--- src/rtl/pc_pila.sv ---
// pc_pila: program counter with a return-address stack.
// Handles sequential fetch, jumps, calls (push pc+1 and jump) and returns
// (pop into pc). It also keeps sticky overflow/underflow flags for stack misuse.
module pc_pila #(
   parameter int PC_W  = 10,
   parameter int DEPTH = 16,
   parameter int PTR_W = 4
) (
   input  logic              clk,
   input  logic              reset,
   input  logic              s_inc,
   input  logic              s_pila,
   input  logic              push,
   input  logic              pop,
   input  logic [PC_W-1:0]   dir_salto,
   output logic [PC_W-1:0]   pc,
   output logic [PTR_W:0]    sp,
   output logic              full,
   output logic              empty,
   output logic              overflow,
   output logic              underflow
);

   localparam logic [PTR_W:0] FULL_COUNT = (PTR_W+1)'(DEPTH);

   logic [PC_W-1:0]  mem [DEPTH];
   logic [PC_W-1:0]  pc_plus1;
   logic [PTR_W:0]   sp_minus1;
   logic [PC_W-1:0]  top_entry;
   logic             do_call;
   logic             do_ret;
   logic             call_blocked;
   logic             ret_blocked;
   logic [PC_W-1:0]  pc_next;
   logic [PTR_W:0]   sp_next;

   assign full      = (sp == FULL_COUNT);
   assign empty     = (sp == '0);
   assign pc_plus1  = pc + 1'b1;
   assign sp_minus1 = sp - 1'b1;
   assign top_entry = mem[sp_minus1[PTR_W-1:0]];

   // Decode the stack request. Push and pop only count when s_pila is set,
   // and only when exactly one of them is asserted.
   always_comb begin
      do_call      = 1'b0;
      do_ret       = 1'b0;
      call_blocked = 1'b0;
      ret_blocked  = 1'b0;
      if (s_pila) begin
         if (push && !pop) begin
            do_call      = !full;
            call_blocked = full;
         end else if (pop && !push) begin
            do_ret       = !empty;
            ret_blocked  = empty;
         end
      end
   end

   // Select the next pc and stack pointer. Every stack-mode cycle that is not
   // a successful call or return simply advances pc by one.
   always_comb begin
      pc_next = pc_plus1;
      sp_next = sp;
      if (!s_pila) begin
         pc_next = s_inc ? pc_plus1 : dir_salto;
      end else if (do_call) begin
         pc_next = dir_salto;
         sp_next = sp + 1'b1;
      end else if (do_ret) begin
         pc_next = top_entry;
         sp_next = sp_minus1;
      end
   end

   // Register pc, sp and the sticky error flags. Reset takes effect at once.
   always_ff @(posedge clk or posedge reset) begin
      if (reset) begin
         pc        <= '0;
         sp        <= '0;
         overflow  <= 1'b0;
         underflow <= 1'b0;
      end else begin
         pc <= pc_next;
         sp <= sp_next;
         if (call_blocked) overflow  <= 1'b1;
         if (ret_blocked)  underflow <= 1'b1;
      end
   end

   // Write the return address into the stack. The array is left unreset.
   always_ff @(posedge clk) begin
      if (do_call && !reset) begin
         mem[sp[PTR_W-1:0]] <= pc_plus1;
      end
   end

endmodule

--- config.mk ---
export PLATFORM = sky130hd
export DESIGN_NAME = pc_pila
export DESIGN_NICKNAME = d
export VERILOG_FILES = /design/src/rtl/pc_pila.sv
export SDC_FILE = /design/constraint.sdc
export NUM_CORES = 1
export LEC_CHECK = 0
export ABC_AREA = 1
export CAP_MARGIN = 30
export CORE_MARGIN = 4
export CORE_UTILIZATION = 50
export DETAILED_ROUTE_END_ITERATION = 12
export PLACE_DENSITY = 0.66
export SETUP_SLACK_MARGIN = 0.02
export SKIP_LAST_GASP = 1
export SYNTH_ARGS = -nofsm -noshare
export SYNTH_HDL_FRONTEND = slang
export SYNTH_SLANG_ARGS = --single-unit
--- constraint.sdc ---
create_clock -name clk -period 6 [get_ports clk]
set_clock_uncertainty 0.15 [all_clocks]
set_input_delay 1.2 -clock clk [delete_from_list [all_inputs] [get_ports clk]]
set_output_delay 1.2 -clock clk [all_outputs]
set_load 0.005 [all_outputs]
==> results.txt <==
----------------------------------------------------
[Die]
  Num ports ... 35
  Placement Rows ... 45
  Effective utilization at floorplan ... 0.5105
  Placeable Area ... 15260 um^2
  Horiz. Die Dim ... 132.8 um
  Die Height ... 132.8 um
  Total Die Area ... 17640 um^2

[Power]
  Fraction of power consumed by combinational cells ... 0.418
  Max rail drop VDD ... 0.2887 mV
  Overall power after layout ... 4589 uW
  Total power per unit cell area ... 515.4 nW/um^2
  Clock power frac ... 0.238
  Sw Ratio ... 0.4084
  Fraction of power consumed by sequential logic ... 0.344
  Net switching component of the power ... 1874 uW
  Leakage power ... 0.003264 uW
  Internal power component ... 2715 uW

[CTS]
  Number of clock sinks seen by CTS ... 177
  Cts-stage hold buffer count ... 0
  CTS tree ... yes
  Post-cts sizing count ... 0
  Clock-pin transition on the worst setup and hold timing paths ... 0.07 ns
  Skew-Pair Late Insertion Delay ... 0.43 ns
  Setup Buffers After CTS ... 0
  Maximum buffer depth of the clock tree ... 2
  Root Buffer Master ... clkbuf_16
  Number of levels in the clock H-tree ... 4
  Total CTS buffers ... 17

[Route]
  Average via count per standard cell ... 5.670
  Antenna violation net count after detailed routing ... 0
  Routed via count ... 5460
  Total wire length ... 19340 um
  Initial drt markers ... 467
  Count of TritonRoute iterations in the first routing pass ... 5
  Number of remaining DRC errors ... 0
  WL/cell ... 20.08 um

[Critical path]
  Cells along the critical path ... clkdlybuf4s50_1, inv_2, nor3_4, nand2_2, nor2_2, nand2_1, nor2_1
  Setup CP Type ... input pin to flop
  Setup slack on the worst flop-to-flop path ... 2.91 ns
  Data arrival time at the worst-slack endpoint ... 3.90 ns
  Critical Path Sink Type ... flop
  Required time at the endpoint of the critical path ... 5.90 ns
  Critical-path top delay cell ... clkdlybuf4s50_1
  Depth of the worst register-to-register path ... 9
  Worst reg2reg path endpoint ... pc[5]
  Critical Path Start Type ... input pin
  Worst Path Max Fanout ... 17
  Reg-to-reg critical path startpoint ... sp[0]
  Critical path buffer and inverter count ... 2
  Highest cell delay on the worst timing path ... 0.82 ns
  Kind of cell adding the most delay to the critical path ... simple AND/OR/NAND/NOR gates

[Timing]
  Worst slew pin tran ... 0.9921 ns
  RSZ-0062 raised after global routing ... no
  Sum of negative setup slack ... 0 ns
  Worst-case setup margin in the final layout ... 2.009 ns
  Hold slack ... 0.3145 ns
  Achievable clock frequency ... 250.6 MHz
  Share of the cycle needed by the critical path after routing ... 0.6652
  Final Hold Vio Count ... 0
  Max_slew headroom ... 0.3353
  Final worst path period need ... 3.991 ns
  Final count of negative-setup-slack endpoints ... 0
  Max Transition Viols Final ... 0

[Placement]
  Weighted congestion at the end of routability-driven global placement ... 0.9383
  Placement-stage worst setup slack ... 1.635 ns
  Inst Count DP ... 931
  PortBufs ... 34
  Hpwl dp ... 12800 um

[Logic synthesis]
  Simple-Gate Fraction of Synth Area ... 0.1613
  Syn. warnings ... 0
  Count of unique library cells instantiated by Yosys ... 33
  Share of Yosys cell area claimed by the top area cell type ... 0.6169
  Mux cell area share after synthesis ... 0
  Leading post-synthesis cells by instance count ... edfxtp_1, nor2_1, nand2_1, o21ai_0, nand3_1
  Proportion of synthesized flip-flops having asynchronous set or reset ... 0.09605
  Seq cells post-synth ... 177
  Most used flip-flop cell after synthesis ... edfxtp_1
  Main combinational cell family by area after synthesis ... simple AND/OR/NAND/NOR gates
  Mean instance size in the synthesized netlist ... 10.92 um^2
  Largest cells by area after synthesis ... edfxtp_1, nor2_1, dfrtp_1
  EDFF count, synth ... 160
  Synthesized-area fraction occupied by ao, oa, aoi and oai cells ... 0.09205
  Number of cells produced by synthesis ... 713
  Leading area contributor after synthesis ... edfxtp_1
  Dominant cell by count in the synthesized netlist ... edfxtp_1
  Post-synthesis share of cell area spent on xor and xnor gates ... 0.01237
  Arithmetic-cell share of the synthesized area counting full adders, half adders and majority gates ... 0.009639
  Synth Net Count ... 735
  Register area share after synthesis ... 0.6715
  Post-synthesis cell area ... 7789 um^2

[Finish]
  Final net count ... 761
  Antenna Cells ... 0
  Count of fill cells added during filler insertion ... 1250
  Total area of multi-input combinational cells ... 2177 um^2
  Syn-to-layout area delta ... 14.30%
  Sequential cell area ... 5231 um^2
  Filler-free cell count of the finished design ... 963
  Share of cells above drive strength 1 ... 0.07846

[Global route]
  Overall overflow remaining after global route ... 0
  Global-route usage over all layers ... 0.2244
  Antenna violations before repair ... 0
  Number of global-route vias before repair ... 5247
  Pin count of the biggest net entering global routing ... 86
  Global-route wire length before repair ... 29580 um

[Hold path]
  Terminating pin of the worst hold path ... overflow
  HP Start ... overflow
  Hold Crit Class ... flop to flop
  Hold path cells ... 1

[Flow run]
  Number of max-capacitance violations reported ... 0

[Status]
  Run status ... complete, no violations

----------------------------------------------------
## power by group through the flow
stage / combinational [uW] / clock (uW) / sequential [uW]
finish: 1920 / 1090 / 1580
detailed placement: 1900 / 0 / 1600
global placement: 1850 / 0 / 1600
global route: 2110 / 1160 / 1580
CTS: 1910 / 1100 / 1580
floorplan: 1250 / 0 / 1580
## per-stage QoR
stage / area, um^2 / util
floorplan: 7789 / -
global placement: 8287 / 0.5431
detailed placement: 8320 / 0.5453
CTS: 8902 / 0.5834
global route: 8902 / 0.5834
finish: 8902 / 0.5834
## layout by cell type (no fill, tap or decap), types with 3 or more instances in the layout
| cell | synthesis | layout |
|---|---|---|
| o211ai_1 | 29 | 29 |
| clkbuf_16 | 0 | 17 |
| dfrtp_1 | 17 | 16 |
| inv_6 | 0 | 4 |
| inv_1 | 54 | 54 |
| o21ai_0 | 74 | 74 |
| nand3_1 | 67 | 67 |
| a21oi_1 | 9 | 9 |
| clkdlybuf4s50_1 | 0 | 34 |
| clkinvlp_4 | 0 | 3 |
| buf_6 | 1 | 3 |
| clkinv_2 | 0 | 3 |
| inv_2 | 5 | 5 |
| xor2_2 | 0 | 3 |
| xor2_1 | 8 | 5 |
| nor2_1 | 131 | 131 |
| buf_4 | 5 | 7 |
| nor3_1 | 3 | 3 |
| o21ai_1 | 9 | 9 |
| ha_1 | 6 | 5 |
| edfxtp_1 | 160 | 160 |
| nand2_1 | 85 | 85 |
## layer usage
layer | GRT usage | share of wire
met4 | 0.1005 | 0.033
met2 | 0.3603 | 0.48
met5 | 0 | 0
met1 | 0.3017 | 0.42
met3 | 0.03878 | 0.067
## registers in the layout, summed over array words and instances, names as in the netlist
| register | cells |
|---|---|
| mem | 160 |
| overflow | 1 |
| pc | 10 |
| sp | 5 |
| underflow | 1 |
## how the worst max path moves through the flow
stage,start,end,slack [ns],cells after the start
final,s_pila,mem[14][9],2.01,7
after CTS,s_pila,mem[14][6],2.10,7
after global placement,s_pila,mem[14][9],1.77,7
after detailed placement,s_pila,mem[14][2],1.64,7
after floorplan,s_pila,mem[11][0],2.95,6
after global routing,s_pila,mem[14][7],1.80,7
## layout make-up
type                            instances  area share
Clock buffer                           18     0.04821
Clock inverter                         14     0.01715
Inverter                               59     0.02488
Multi-Input combinational cell        440      0.2446
Sequential cell                       177      0.5876
Tap cell                              211     0.02966
Timing Repair Buffer                   44     0.04793
## cell families (layout without fill, tap and decap cells)
family,count (synthesis),in the layout
buffers and inverters,96,135
AO/OA/AOI/OAI,126,126
adder cells (fa/ha/maj),6,6
flip-flops,177,177
AND/OR/NAND/NOR,297,297
XOR/XNOR,11,11
(Power assumes the default switching activity.)
==> RTL change, RTL diff (config.mk and constraints unchanged) <==
Set the parameter `PC_W` to 14 (it was 10).
--- a/src/rtl/pc_pila.sv
+++ b/src/rtl/pc_pila.sv
@@ -2,7 +2,7 @@
 // Handles sequential fetch, jumps, calls (push pc+1 and jump) and returns
 // (pop into pc). It also keeps sticky overflow/underflow flags for stack misuse.
 module pc_pila #(
-   parameter int PC_W  = 10,
+   parameter int PC_W  = 14,
    parameter int DEPTH = 16,
    parameter int PTR_W = 4
 ) (
Ports: changed (resized dir_salto and pc); port bits go from 35 to 43. No check against the original RTL was run, so the function may have changed too.
==> RTL change against the original RTL <==
Design area grew 39%. Total power increased by 41%. Critical path depth rose by 2. Area after synthesis is 38% higher. Non-clock buffer count up 27. Via count up 39%. Sequential cell count grew 68. Die area up 36%. Wire length up 40%. Setup slack gained 140 ps. Sequential share of layout area barely moved. Critical path type unchanged. Critical endpoint is now mem[0][8]. Largest power group unchanged.
==> RTL change: results (changes against the original RTL) <==
metric;value;unit;change
synth_largest_type_area_fraction;62.58;%;was 61.69%
final_wtd_congestion;0.9017;;was 0.9383
wl_per_cell;19.88;µm;was 20.08 µm
clock_latency;530;ps;was 430 ps
yosysWarnings;0;;unchanged
clock_tree.buffer_depth;3;;was 2
met1_length;11.61;mm;was 8.068 mm
clkTransAtPathRegs;60;ps;
largest_register_ff_count;224;;was 160
route.met2.wl;12.68;mm;was 9.327 mm
asyncSetResetFlopFracSynth;8.571;%;was 9.605%
holdCritPathClass;reg2reg;;unchanged
status;complete, no violations;;unchanged
topRoutingLayerUsed;met4;;unchanged
numCtsBuffers;26;;was 17
antenna_found_initial;0;;unchanged
place.port_buffers;42;;was 34
cts_post_setup_buffers_inserted;0;;unchanged
hpwl;17.01;mm;was 12.80 mm
syn_area_per_cell;10.48;µm²;was 10.92 µm²
htree_num_levels;1;;was 4
ys_top_cells_by_count;edfxtp_1 (224), nand2_1 (217), nor2_1 (198);;was edfxtp_1 (160), nor2_1 (131), nand2_1 (85)
yosysUniqueCellTypes;31;;was 33
synth_edf_count;224;;was 160
root_buffer;clkbuf_16;;unchanged
leakagePower;4.728;nW;was 3.264 nW
vdd.ir_drop.worst;0.0004537;V;was 0.0002887 V
dp.cells;1318;;was 931
post_layout_nonfiller_instances;1366;;was 963
worst_slew_pin_slew;1026;ps;was 992.1 ps
post_route_cells_drive_above_1_share;7.241;%;was 7.846%
synth.top_cells.by_area;edfxtp_1 (63%), nand2_1 (7.6%), nor2_1 (6.9%);;was edfxtp_1 (62%), nor2_1 (6.3%), dfrtp_1 (5.5%)
cts-resized-gates;0;;unchanged
syn-num-nets;1052;;was 735
met3_length;2.236;mm;was 1.305 mm
grt_usage;22.65;%;was 22.44%
timing.critical_path.arrival;3920;ps;was 3900 ps
wire_length_of_the_first_global_routing_pass;41.63;mm;was 29.58 mm
first_global_vias;7111;;was 5247
tritonroute_pass_1_iters;5;;unchanged
drt_iter0_markers;662;;was 467
grt_start_max_net_pins;106;;was 86
crit_fanout;30;;was 17
p_int;3.756;mW;was 2.715 mW
antenna-diode-count;0;;unchanged
synth.yosys.seq_area_share;67.47;%;was 67.15%
vias_per_cell;5.537;;was 5.670
RTL change: critical path, stage by stage:
cell             delay, ps
clkdlybuf4s50_1        450
buf_4                  270
nand2_1                 80
nor2_1                 120
nand2_1                340
nor2_1                 360
nand2_1                200
nor2_1                 600
buf_4                  290
RTL change: power groups by stage:
stage / Clock [mW] / Combinational [mW] / Sequential [mW]
floorplan: 0 / 1.82 / 2.17
global placement: 0 / 2.70 / 2.23
detailed placement: 0 / 2.77 / 2.23
CTS: 1.50 / 2.78 / 2.19
global route: 1.58 / 3.08 / 2.21
finish: 1.48 / 2.80 / 2.19
RTL change: kinds of logic (layout without fill, tap and decap cells):
group,after synthesis,after routing,share of synthesized area [%]
simple gates,525,525,19.77
flops,245,245,67.47
compound gates,126,126,6.100
buf+inv,109,174,4.389
xor+xnor,15,15,1.572
fa+ha+maj,6,6,0.6985
RTL change: per-layer routing:
metal | vias up | track usage, %
met5 | - | 0
met4 | 0 | 5.929
met3 | 41 | 4.281
met2 | 308 | 35.27
met1 | 3642 | 33.11
li1 | 3572 | -
RTL change: stage by stage:
stage / setup slack, ps / hold WS, ps / cell area, µm²
after detailed placement: 1664 / 299.5 / 11550
after floorplan: 2885 / 301.0 / 10750
after CTS: 1948 / 318.8 / 12330
after global placement: 1694 / 303.5 / 11470
final: 2151 / 316.7 / 12350
after global routing: 1917 / 327.9 / 12350
RTL change: final cells by class:
| class | count | area (µm²) |
|---|---|---|
| tap | 275 | 344.1 |
| timing repair buffer | 71 | 684.4 |
| fill | 1766 | 8736 |
| multi-input combinational | 672 | 3072 |
| inverter | 56 | 210.2 |
| sequential | 245 | 7256 |
| clock inverter | 18 | 123.9 |
| clock buffer | 29 | 661.9 |
RTL change: path summary, 6_finish.rpt:
path / slack (ps) / depth (start not counted) / start / endpoint
worst max-delay path: 2150 / 9 / s_pila / mem[0][8]
max in group asynchronous: 3970 / 2 / reset / sp[0]
worst min-delay path: 320 / 1 / overflow / overflow
worst max register to register: 2590 / 8 / sp[0] / mem[0][8]
min in group asynchronous: 1080 / 2 / reset / sp[4]
worst min register to register: 320 / 1 / overflow / overflow
